`config.mk`:
```
export PLATFORM = sky130hd
export DESIGN_NAME = uart_cmd_ctrl_flat
export DESIGN_NICKNAME = d
export VERILOG_FILES = /design/src/rtl/uart_pkg.sv /design/src/rtl/uart_cmd_ctrl_if.sv /design/src/rtl/uart_cmd_ctrl.sv /design/src/flat_wrapper.sv
export SDC_FILE = /design/constraint.sdc
export NUM_CORES = 1
export LEC_CHECK = 0
export CAP_MARGIN = 0
export CORE_ASPECT_RATIO = 0.75
export CORE_MARGIN = 2
export CORE_UTILIZATION = 55
export CTS_CLUSTER_DIAMETER = 120
export CTS_CLUSTER_SIZE = 8
export DETAILED_ROUTE_END_ITERATION = 10
export PLACE_DENSITY = 0.85
export SLEW_MARGIN = 30
export SYNTH_ARGS = -nofsm -noshare
export SYNTH_HDL_FRONTEND = slang
export SYNTH_SLANG_ARGS = --single-unit
```
`constraint.sdc`:
```
create_clock -name clk -period 6 [get_ports clk]
set_input_delay 1.8 -clock clk [delete_from_list [all_inputs] [get_ports clk]]
set_output_delay 1.8 -clock clk [all_outputs]
set_load 0.005 [all_outputs]
```
`src/rtl/uart_pkg.sv`:
```
// Shared definitions for the UART command-frame controller: state encoding,
// default sync marker, frame geometry and the frame checksum.
package uart_pkg;

    typedef enum logic [2:0] {
        ST_HUNT,
        ST_ADDR,
        ST_DATA,
        ST_CHK,
        ST_WRITE
    } state_t;

    localparam logic [7:0] SYNC_BYTE_DEF = 8'hA5;
    localparam int         FRAME_LEN     = 4;

    // 8-bit wrapping sum; the carry out is deliberately discarded.
    function automatic logic [7:0] frame_checksum(input logic [7:0] addr,
                                                  input logic [7:0] data);
        return addr + data;
    endfunction

endpackage

```
`src/rtl/uart_cmd_ctrl_if.sv`:
```
// Byte stream in from the UART receiver and register-write handshake out.
interface uart_cmd_ctrl_if;
    logic [7:0] rx_data;
    logic       rx_rdy;
    logic [7:0] wr_addr;
    logic [7:0] wr_data;
    logic       wr_en;
    logic       wr_ack;

    modport master (
        input  rx_data, rx_rdy, wr_ack,
        output wr_addr, wr_data, wr_en
    );

    modport slave (
        output rx_data, rx_rdy, wr_ack,
        input  wr_addr, wr_data, wr_en
    );
endinterface

```
`src/rtl/uart_cmd_ctrl.sv`:
```
// Frame-level controller: hunts for SYNC, collects ADDR/DATA/CHK, and issues
// one register write per frame whose checksum matches.
module uart_cmd_ctrl
    import uart_pkg::*;
#(
    parameter logic [7:0] SYNC_BYTE = SYNC_BYTE_DEF,
    parameter int         TIMEOUT   = 40
) (
    input  logic                 clk,
    input  logic                 rst,
    uart_cmd_ctrl_if.master      bus,
    output logic                 err_crc,
    output logic                 err_timeout,
    output logic                 err_ovf,
    output logic                 busy,
    output logic [7:0]           frame_cnt
);

    localparam int TO_W = $clog2(TIMEOUT + 1);

    state_t          state;
    logic [TO_W-1:0] to_cnt;

    always_ff @(posedge clk or posedge rst) begin
        if (rst) begin
            state       <= ST_HUNT;
            to_cnt      <= '0;
            bus.wr_addr <= '0;
            bus.wr_data <= '0;
            bus.wr_en   <= 1'b0;
            err_crc     <= 1'b0;
            err_timeout <= 1'b0;
            err_ovf     <= 1'b0;
            busy        <= 1'b0;
            frame_cnt   <= '0;
        end else begin
            err_crc     <= 1'b0;
            err_timeout <= 1'b0;
            err_ovf     <= 1'b0;
            case (state)
                ST_HUNT: begin
                    if (bus.rx_rdy && bus.rx_data == SYNC_BYTE) begin
                        state  <= ST_ADDR;
                        to_cnt <= '0;
                        busy   <= 1'b1;
                    end
                end
                ST_ADDR, ST_DATA, ST_CHK: begin
                    // An arriving byte always beats a timeout on the same edge.
                    if (bus.rx_rdy) begin
                        to_cnt <= '0;
                        case (state)
                            ST_ADDR: begin
                                bus.wr_addr <= bus.rx_data;
                                state       <= ST_DATA;
                            end
                            ST_DATA: begin
                                bus.wr_data <= bus.rx_data;
                                state       <= ST_CHK;
                            end
                            default: begin
                                if (bus.rx_data == frame_checksum(bus.wr_addr, bus.wr_data)) begin
                                    bus.wr_en <= 1'b1;
                                    state     <= ST_WRITE;
                                end else begin
                                    err_crc <= 1'b1;
                                    busy    <= 1'b0;
                                    state   <= ST_HUNT;
                                end
                            end
                        endcase
                    end else if (to_cnt == TO_W'(TIMEOUT - 1)) begin
                        err_timeout <= 1'b1;
                        busy        <= 1'b0;
                        to_cnt      <= '0;
                        state       <= ST_HUNT;
                    end else begin
                        to_cnt <= to_cnt + 1'b1;
                    end
                end
                ST_WRITE: begin
                    err_ovf <= bus.rx_rdy;
                    if (bus.wr_ack) begin
                        bus.wr_en <= 1'b0;
                        frame_cnt <= frame_cnt + 8'd1;
                        busy      <= 1'b0;
                        state     <= ST_HUNT;
                    end
                end
                default: begin
                    bus.wr_en <= 1'b0;
                    busy      <= 1'b0;
                    state     <= ST_HUNT;
                end
            endcase
        end
    end

endmodule

```
`src/flat_wrapper.sv`:
```
// flat-port wrapper written by rule: the top's interface ports become plain ports
module uart_cmd_ctrl_flat import uart_pkg::*;
#(
    parameter logic [7:0] SYNC_BYTE = SYNC_BYTE_DEF,
    parameter int         TIMEOUT   = 40
)
  (clk, rst, err_crc, err_timeout, err_ovf, busy, frame_cnt, bus_rx_data, bus_rx_rdy, bus_wr_ack, bus_wr_addr, bus_wr_data, bus_wr_en);
  uart_cmd_ctrl_if bus_i ();
  input  logic clk;
  input  logic rst;
  output logic err_crc;
  output logic err_timeout;
  output logic err_ovf;
  output logic busy;
  output logic [7:0] frame_cnt;
  input wire logic [$bits(bus_i.rx_data)-1:0] bus_rx_data;
  input wire logic [$bits(bus_i.rx_rdy)-1:0] bus_rx_rdy;
  input wire logic [$bits(bus_i.wr_ack)-1:0] bus_wr_ack;
  output wire logic [$bits(bus_i.wr_addr)-1:0] bus_wr_addr;
  output wire logic [$bits(bus_i.wr_data)-1:0] bus_wr_data;
  output wire logic [$bits(bus_i.wr_en)-1:0] bus_wr_en;
  assign bus_i.rx_data = bus_rx_data;
  assign bus_i.rx_rdy = bus_rx_rdy;
  assign bus_i.wr_ack = bus_wr_ack;
  assign bus_wr_addr = bus_i.wr_addr;
  assign bus_wr_data = bus_i.wr_data;
  assign bus_wr_en = bus_i.wr_en;
  uart_cmd_ctrl #(.SYNC_BYTE(SYNC_BYTE), .TIMEOUT(TIMEOUT)) u_core (.clk(clk), .rst(rst), .bus(bus_i), .err_crc(err_crc), .err_timeout(err_timeout), .err_ovf(err_ovf), .busy(busy), .frame_cnt(frame_cnt));
endmodule
```
### Yosys cells after proc, flatten, opt, wreduce, memory -nomap -nowiden

Cells that the tools add are included.

* bitwise operators: 1
* shift-type cells: 0
* $mul: 0
* reduce and logical (&&, ||, !) cells: 12
* multiplexer cells: 30
* div/mod/pow operators: 0
* equality and inequality tests: 15
* order comparisons: 0
* add/subtract/negate cells: 3

Operators with widths (number)
* two-way mux 6 bit: 3
* two-way mux 1 bit: 17
* two-way mux 3 bit: 5
* case mux 6 bit (2 select lines): 1
* AND reduction 5 bit: 2
* case mux 3 bit (3 select lines): 1
* AND reduction 3 bit: 3
* adder 8 x 1 -> 8 bit, second input constant: 1
* adder 8 bit: 1
* equality test 8 bit: 1
* equality test 8 bit, second input constant: 1
* adder 6 x 1 -> 6 bit, second input constant: 1
* equality test 3 x 2 -> 1 bit, second input constant: 2
* equality test 6 bit, second input constant: 1
* != test 2 bit, second input constant: 3
* != test 3 bit, second input constant: 2
* case mux 1 bit (3 select lines): 2
* case mux 3 bit (2 select lines): 1
* != test 2 x 1 -> 1 bit, second input constant: 2
* AND reduction 2 bit: 2
* equality test 3 x 1 -> 1 bit, second input constant: 1
* equality test 3 bit, second input constant: 1
* logical NOT 3 bit: 1
* != test 3 x 2 -> 1 bit, second input constant: 1
* 5 further kinds: 5

* memory bits (read-only): 0
* RAM bits: 0
* input port bits: 12
* register bits after elaboration: 38
* logic and storage cells: 71
* output and inout bits: 29
* memories: 0
* latch bits: 0

### Logic depth before layout (Yosys ltp)

Gate-level depths: netlist of the first run.

* word-level depth: 6
* gate-level depth with buffers: 8
* gate-level depth less buffers: 8

### Worst setup path before layout of the first run

No wires, ideal clock.

* path kind: input to register
* start: in bus_rx_data[2]
* end: reg u_core.busy
* data arrival time: 2.850 ns
* setup slack: 3.058 ns
* setup time: 0.092 ns
* data required time: 5.908 ns
* path buffers: 0
* cell stages on the path: 6
* path through: xnor2_1 > xnor2_1 > nor3_1 > nand2_1 > or4_4 > o31ai_2

* cells in the longest elaborated chain, start to end: 4
* elaborated cells on any way between the ends: 6
* those cells by class: 4 x eq/ne; 2 x reduce/logical

RTL lines
* from (decl): RTL line flat_wrapper.sv:16 `input wire logic [$bits(bus_i.rx_data)-1:0] bus_rx_data;`
* equality test 8 bit: RTL line uart_cmd_ctrl.sv:42 `if (bus.rx_rdy && bus.rx_data == SYNC_BYTE) begin`
* logical AND 1 bit: RTL line uart_cmd_ctrl.sv:42
* != test 2 x 1 -> 1 bit (no line)
* AND reduction 5 bit (no line) (*)
* to (signal assigned): RTL line uart_cmd_ctrl.sv:34 `busy <= 1'b0;`
* to (signal assigned): RTL line uart_cmd_ctrl.sv:45 `busy <= 1'b1;`
* to (signal assigned): RTL line uart_cmd_ctrl.sv:67 `busy <= 1'b0;`
* to (decl): RTL line uart_cmd_ctrl.sv:15 `output logic busy,`

Mark *: on every way between the ends. The rest lies on a longest branch, timed or not.
A chain may end at the register's enable or synchronous reset.

### Final worst setup path of the first run

* start: in bus_rx_rdy
* end: reg u_core.bus.wr_addr[4]

* cells in the longest elaborated chain, start to end: 1

RTL lines
* from (decl): RTL line flat_wrapper.sv:17 `input wire logic [$bits(bus_i.rx_rdy)-1:0] bus_rx_rdy;`
* AND reduction 3 bit (no line)
* to (signal assigned): RTL line uart_cmd_ctrl.sv:54 `bus.wr_addr <= bus.rx_data;`
* to (decl): RTL line uart_cmd_ctrl_if.sv:12 `output wr_addr, wr_data, wr_en`

No other way between the ends.

==> impl_results.md, run 1 <==
- Critical Path RT: 6.17 ns
- Clk Latency, worst-skew pair: 0.29 ns
- Number of distinct library cells after synthesis: 41
- Global-route wire length before repair: 7470 µm
- Die Height: 56.5 µm
- Synth Cell Area: between 2000 and 2500 µm²
- Top fanout value on the critical path: 9
- Static leakage power: 0.00114 µW
- DRC violation count after routing: 0
- Type of the setup path with the least slack: in -> reg
- Number of H-tree levels: 2
- Vias in the first global route: 1628
- Antenna violations before repair: 0
- Routed Antenna Nets: 0
- Type of element launching the critical path: primary input
- Count of input and output buffers: 40
- Clock slew seen by the registers of the worst setup and hold paths: about 0.070 ns
- Number of warnings reported in the yosys synthesis log: 0
- Synthesized flop and latch total: 38
- Cell at the root of the clock tree: clkbuf_8
- Max-cap viol count: 0
- Vias per Instance: 5.66
- Max Freq: 287 MHz
- Relative contribution of the clock network to total power: 0.225
- Sw Share: 0.315
- Unrepaired setup endpoints after global routing: no
- Cell internal pwr: 561 µW
- Final Max Tran Viols: 0
- Worst reg-to-reg path cell count: 8
- Max-slew headroom: 0.467
- Main flop type after synthesis: dfrtp_1
- Hold path startpoint: u_core.frame_cnt[7]
- Class of the worst hold path: reg -> reg
- Core area: 3590 µm²
- Worst voltage drop across the vdd grid: 0.000216 V
- PwrDens: ~320 nW/µm²
- Met2 layer wire length in the routed design: 1990 µm
- Number of buffers inserted for hold repair after clock tree synthesis: 0
- Post-route worst setup slack: 2.52 ns
- Count of pins on the block boundary: between 40 and 50
- Switching power total: 258 µW
- Router iterations before antenna repair: 7
- TritonCTS Buffers: 5
- Met3 wire length: around 230 µm
- Post-CTS setup buffer count: 0
- Critical path endpoint category: register
- Site row count: 19
- Share of final-layout standard cells stronger than drive strength 1: 0.156
- Dpl ws: 2.22 ns
- Cell depth of the worst min-delay path: 1
- Launch point of the worst reg-to-reg path: u_core.bus.wr_data[0]
- Relative area change from synthesis to final layout: 27.6%
- Via count: 1563
- Synthesized netlist cell count: 178
- Clock Sink Count: 38
- Final nets: 245
- Transition time at the pin with the least slew margin: 0.797 ns
- Maximum count of clock buffers along a single path: 2
- Top Layer Used: met4
- Mean area per synthesized cell: 11.3 µm²
- CTS tree: yes
- Initial standard-cell utilization of the core: 0.563
- Run status: complete, no violations
- Most frequent standard cell in the layout excluding fill and tap cells: clkdlybuf4s50_1
- Critical Path AT: 3.66 ns
- Fraction of registers with async set/reset: 1.00
- Syn Nets: 200
- Routed metal-1 wire length: between 1500 and 2000 µm
- Total length of routed wires: 4280 µm
- Post-detailed-placement half-perimeter wirelength: between 3000 and 4000 µm
- Final setup fails: 0
- Post-DR wirelength/cell: ~16 µm
- Overflow left after global routing: 0
- Final worst-path cycle share: 0.581
- X dimension of the die: approximately 74 µm
- Sum Neg Setup Slack: 0 ns
- Share of power burned in registers: 0.416
- Share of synthesized area occupied by flip-flops and latches: 0.471
- Combinational group share of total power: 0.360
- Final hold violation count: 0
- Largest net degree at the start of global routing: 39
- Most frequent cells in the layout: 40 x clkdlybuf4s50_1, 38 x dfrtp_1, 17 x mux2_2
- Full die area: roughly 4200 µm²
- Total inserted antenna cells: 0
- Number of flops mapped to enable cells by yosys: 0
- Total GRT Usage: 0.236
- Min Hold Slack: between 0.4 and 0.5 ns
- Worst Clk Skew: roughly 0.009 ns
- Global placer's final weighted congestion: 0.806
- Final period demand of the worst path: roughly 3.5 ns
- # resized after CTS: 0
- Critical Path Source: bus_rx_rdy
- First-iteration detailed-routing DRC count: 181
==> layout make-up <==
| cell class | instances | area, µm² |
|---|---|---|
| flip-flops and latches | 38 | 951 |
| clock inverters | 2 | 12.5 |
| clock buffers | 6 | 82.6 |
| fillers | 242 | 1010 |
| multi-input cells | 136 | 1050 |
| well taps | 52 | 65.1 |
| inverters | 1 | 3.75 |
| repair buffers | 41 | 408 |
==> power by group through the flow <==
stage	Sequential [µW]	Clock (µW)	Combinational, µW
after floorplan	339	0	185
after global routing	348	198	326
after CTS	340	188	298
after global placement	341	0	285
final	341	184	295
after detailed placement	344	0	295
==> flip-flops by register name (all words and copies together), names as in the netlist <==
signal	count
u_core.bus.wr_addr	8
u_core.bus.wr_data	8
u_core.frame_cnt	8
u_core.to_cnt	6
u_core.state	3
u_core.bus.wr_en	1
u_core.busy	1
u_core.err_crc	1
u_core.err_ovf	1
u_core.err_timeout	1
==> per-stage QoR <==
step                      total power (µW)  std cells   util  instance area (µm²)
after global placement                 626        268  0.691                 2480
after global routing                   872        276  0.718                 2580
after floorplan                        524        178      -                 2020
after detailed placement               640        268  0.691                 2480
final                                  819        276  0.718                 2580
after CTS                              825        276  0.718                 2580
==> worst max-delay path, stage by stage <==
cell	delay (ns)
clkdlybuf4s50_1	0.65
nand2b_1	0.15
nor2_1	0.64
mux2_2	0.41
==> cell families (layout without fill, tap and decap cells) <==
logic type / Yosys count / after routing / synth area share
and+or+nand+nor: 50 / 50 / 0.138
DFF: 38 / 38 / 0.471
AOI/OAI and AO/OA: 35 / 35 / 0.120
xor gates and xnor gates: 24 / 24 / 0.104
muxes: 17 / 17 / 0.0948
adders and majority gates: 10 / 10 / 0.0657
buffers and inverters: 4 / 50 / 0.00743
==> path summary, 6_finish.rpt <==
kind                                    endpoint  slack [ns]
setup / recovery           u_core.bus.wr_addr[4]        2.52
hold / removal               u_core.frame_cnt[7]        0.48
min in group asynchronous       u_core.to_cnt[1]        1.93
hold reg to reg              u_core.frame_cnt[7]        0.48
max in group asynchronous  u_core.bus.wr_addr[2]        3.74
setup reg to reg                     u_core.busy        3.32
==> cell usage after synthesis (3+ instances only) <==
cell	number	area [µm²]
o21ai_0	14	70.1
a21o_1	3	22.5
nand4_1	4	25.0
xor2_1	9	78.8
mux2_2	17	191
nand2_1	10	37.5
ha_1	9	113
clkbuf_1	3	11.3
xnor2_1	15	131
nand2b_1	4	25.0
nor2_1	12	45.0
dfrtp_1	38	951
nor3_1	4	20.0
==> metal layers <==
| metal | up-vias | GRT usage |
|---|---|---|
| met2 | 49 | 0.356 |
| met1 | 772 | 0.328 |
| met3 | 11 | 0.0557 |
| li1 | 731 | - |
| met5 | - | 0 |
| met4 | 0 | 0.0909 |
(Power assumes the default switching activity.)
==> run 2: changes to the inputs <==
--- a/config.mk
+++ b/config.mk
@@ -8,11 +8,11 @@
 export CAP_MARGIN = 0
 export CORE_ASPECT_RATIO = 0.75
 export CORE_MARGIN = 2
-export CORE_UTILIZATION = 55
+export CORE_UTILIZATION = 46
 export CTS_CLUSTER_DIAMETER = 120
 export CTS_CLUSTER_SIZE = 8
 export DETAILED_ROUTE_END_ITERATION = 10
-export PLACE_DENSITY = 0.85
+export PLACE_DENSITY = 0.76
 export SLEW_MARGIN = 30
 export SYNTH_ARGS = -nofsm -noshare
 export SYNTH_HDL_FRONTEND = slang
==> constraint.sdc (replaced) <==
create_clock -name clk -period 3 [get_ports clk]
set_input_delay 0.9 -clock clk [delete_from_list [all_inputs] [get_ports clk]]
set_output_delay 0.9 -clock clk [all_outputs]
set_load 0.005 [all_outputs]
==> impl_results.md, run 2 (synthesis results as in run 1) <==
- Run status: complete, no violations (unchanged)
- Launch point of the worst reg-to-reg path: u_core.bus.wr_data[0] (unchanged)
- Total length of routed wires: 4160 µm (was 4280 µm)
- Post-CTS setup buffer count: 0 (unchanged)
- Critical Path Source: u_core.bus.wr_data[0] (was bus_rx_rdy)
- Final worst-path cycle share: 0.875
- CTS tree: yes (unchanged)
- Overflow left after global routing: 0 (unchanged)
- Total inserted antenna cells: 0 (unchanged)
- Clk Latency, worst-skew pair: 0.29 ns (about the same)
- DRC violation count after routing: 0 (unchanged)
- Maximum count of clock buffers along a single path: 2 (unchanged)
- Global-route wire length before repair: 6960 µm (was 7470 µm)
- Routed Antenna Nets: 0 (unchanged)
- Clock slew seen by the registers of the worst setup and hold paths: 0.07 ns (about the same)
- Die Height: 61.4 µm (was 56.5 µm)
- Vias per Instance: 5.35 (was 5.66)
- Post-detailed-placement half-perimeter wirelength: 3060 µm (was 3240 µm)
- Core area: 4130 µm² (was 3590 µm²)
- Number of buffers inserted for hold repair after clock tree synthesis: 0 (unchanged)
- Full die area: 4940 µm² (was 4180 µm²)
- Static leakage power: 0.00115 µW (was 0.00114 µW)
- Total GRT Usage: 0.190 (was 0.236)
- Via count: 1509 (was 1563)
- Minimum setup slack among reg-to-reg paths: 0.37 ns (was 3.32 ns)
- Top fanout value on the critical path: 4 (was 9)
- Vias in the first global route: 1408 (was 1628)
- Transition time at the pin with the least slew margin: 0.473 ns (was 0.797 ns)
- PwrDens: 618 nW/µm² (was 318 nW/µm²)
- Final period demand of the worst path: 2.63 ns
- Final hold violation count: 0 (unchanged)
- Hold path startpoint: u_core.frame_cnt[7] (unchanged)
- Type of the setup path with the least slack: reg -> reg (was in -> reg)
- Sum Neg Setup Slack: 0 ns (unchanged)
- Worst Clk Skew: 0.00715 ns (was 0.00918 ns)
- Unrepaired setup endpoints after global routing: no (unchanged)
- Share of final-layout standard cells stronger than drive strength 1: 0.159 (was 0.156)
- Final Power: 1600 µW (was 819 µW)
- Number of H-tree levels: 2 (unchanged)
- Fill count: 349 (was 242)
- First-iteration detailed-routing DRC count: 132 (was 181)
- Max-slew headroom: 0.685 (was 0.467)
- Top Registers: u_core.bus.wr_addr: 8 flops, u_core.bus.wr_data: 8 flops, u_core.frame_cnt: 8 flops (unchanged)
- Cell at the root of the clock tree: clkbuf_8 (unchanged)
- Initial standard-cell utilization of the core: 0.489 (was 0.563)
- Worst voltage drop across the vdd grid: 0.000306 V (was 0.000216 V)
- Final setup fails: 0 (unchanged)
- Final Max Tran Viols: 0 (unchanged)
- Post-layout instance area: 2590 µm² (was 2580 µm²)
- Router iterations before antenna repair: 4 (was 7)
- Class of the worst hold path: reg -> reg (unchanged)
- Max Freq: 381 MHz
- Largest net degree at the start of global routing: 39 (unchanged)
- Final nets: 249 (was 245)
- Clock Sink Count: 38 (unchanged)
- TritonCTS Buffers: 5 (unchanged)
- Most frequent standard cell in the layout excluding fill and tap cells: clkdlybuf4s50_1 (unchanged)
- Max-cap viol count: 0 (unchanged)
- Critical path endpoint category: register (unchanged)
- Count of pins on the block boundary: 41 (unchanged)
- Type of element launching the critical path: register (was primary input)
- X dimension of the die: 80.5 µm (was 74.0 µm)
- Count of input and output buffers: 40 (unchanged)
- Relative area change from synthesis to final layout: 28.3% (was 27.6%)
- Site row count: 20 (was 19)
- Post-DR wirelength/cell: 14.8 µm (was 15.5 µm)
- Antenna violations before repair: 0 (unchanged)
- Global placer's final weighted congestion: 0.905 (was 0.806)
- Critical Path RT: 3.21 ns (was 6.17 ns)
- Most frequent cells in the layout: 40 x clkdlybuf4s50_1, 38 x dfrtp_1, 17 x mux2_2 (unchanged)
- # resized after CTS: 0 (unchanged)
- Critical Path AT: 2.83 ns (was 3.66 ns)
- Placed instance area: 2510 µm² (was 2480 µm²)
run 2: changes by cell type in the layout (fill, tap and decap cells not counted):
cell        change
clkbuf_1        +2
clkbuf_8        -1
buf_4           +4
clkinvlp_4      -1
clkinv_2        -1
run 2: per-layer routing:
metal,track usage,share of wire,vias up
li1,-,-,744
met4,0.0363,0.0062,0
met5,0,0,-
met3,0.0674,0.079,6
met1,0.298,0.50,709
met2,0.251,0.41,50
run 2: path summary, 6_finish.rpt:
path                                               to  cells past startpoint
worst max-delay path                      u_core.busy                      8
worst min-delay path              u_core.frame_cnt[7]                      1
max in group asynchronous       u_core.bus.wr_addr[7]                      3
worst min register to register    u_core.frame_cnt[7]                      1
worst max register to register            u_core.busy                      8
min in group asynchronous       u_core.bus.wr_addr[3]                      3
run 2: final cells by class:
class / count / area, µm² / share of cell area
Inverter: 1 / 3.75 / 0.00145
Sequential cell: 38 / 951 / 0.367
Timing Repair Buffer: 45 / 438 / 0.169
Clock buffer: 7 / 76.3 / 0.0295
Tap cell: 55 / 68.8 / 0.0266
Multi-Input combinational cell: 136 / 1050 / 0.407
run 2: stage by stage:
| stage | utilization | hold slack, ns | worst slack, ns | cells |
|---|---|---|---|---|
| 3_3_place_gp | 0.609 | 0.465 | 0.375 | 275 |
| 3_5_place_dp | 0.609 | 0.479 | 0.368 | 275 |
| 5_1_grt | 0.628 | 0.509 | 0.225 | 282 |
| 2_1_floorplan | - | 0.465 | 0.582 | 178 |
| 6_report | 0.628 | 0.484 | 0.375 | 282 |
| 4_1_cts | 0.628 | 0.488 | 0.347 | 282 |
run 2: power by group:
group          switching [µW]  leakage [µW]  internal, µW
sequential               81.4      0.000507           597
combinational             250      0.000602           343
clock                     170     0.0000383           160
run 2: critical path, cell delays in order (launching register included):
cell and delay (ns):
dfrtp_1 0.40, ha_1 0.23, fa_1 0.42, a211oi_1 0.33, o21bai_1 0.15, a21oi_2 0.16, xnor2_1 0.09, or4_4 0.54
o31ai_2 0.22
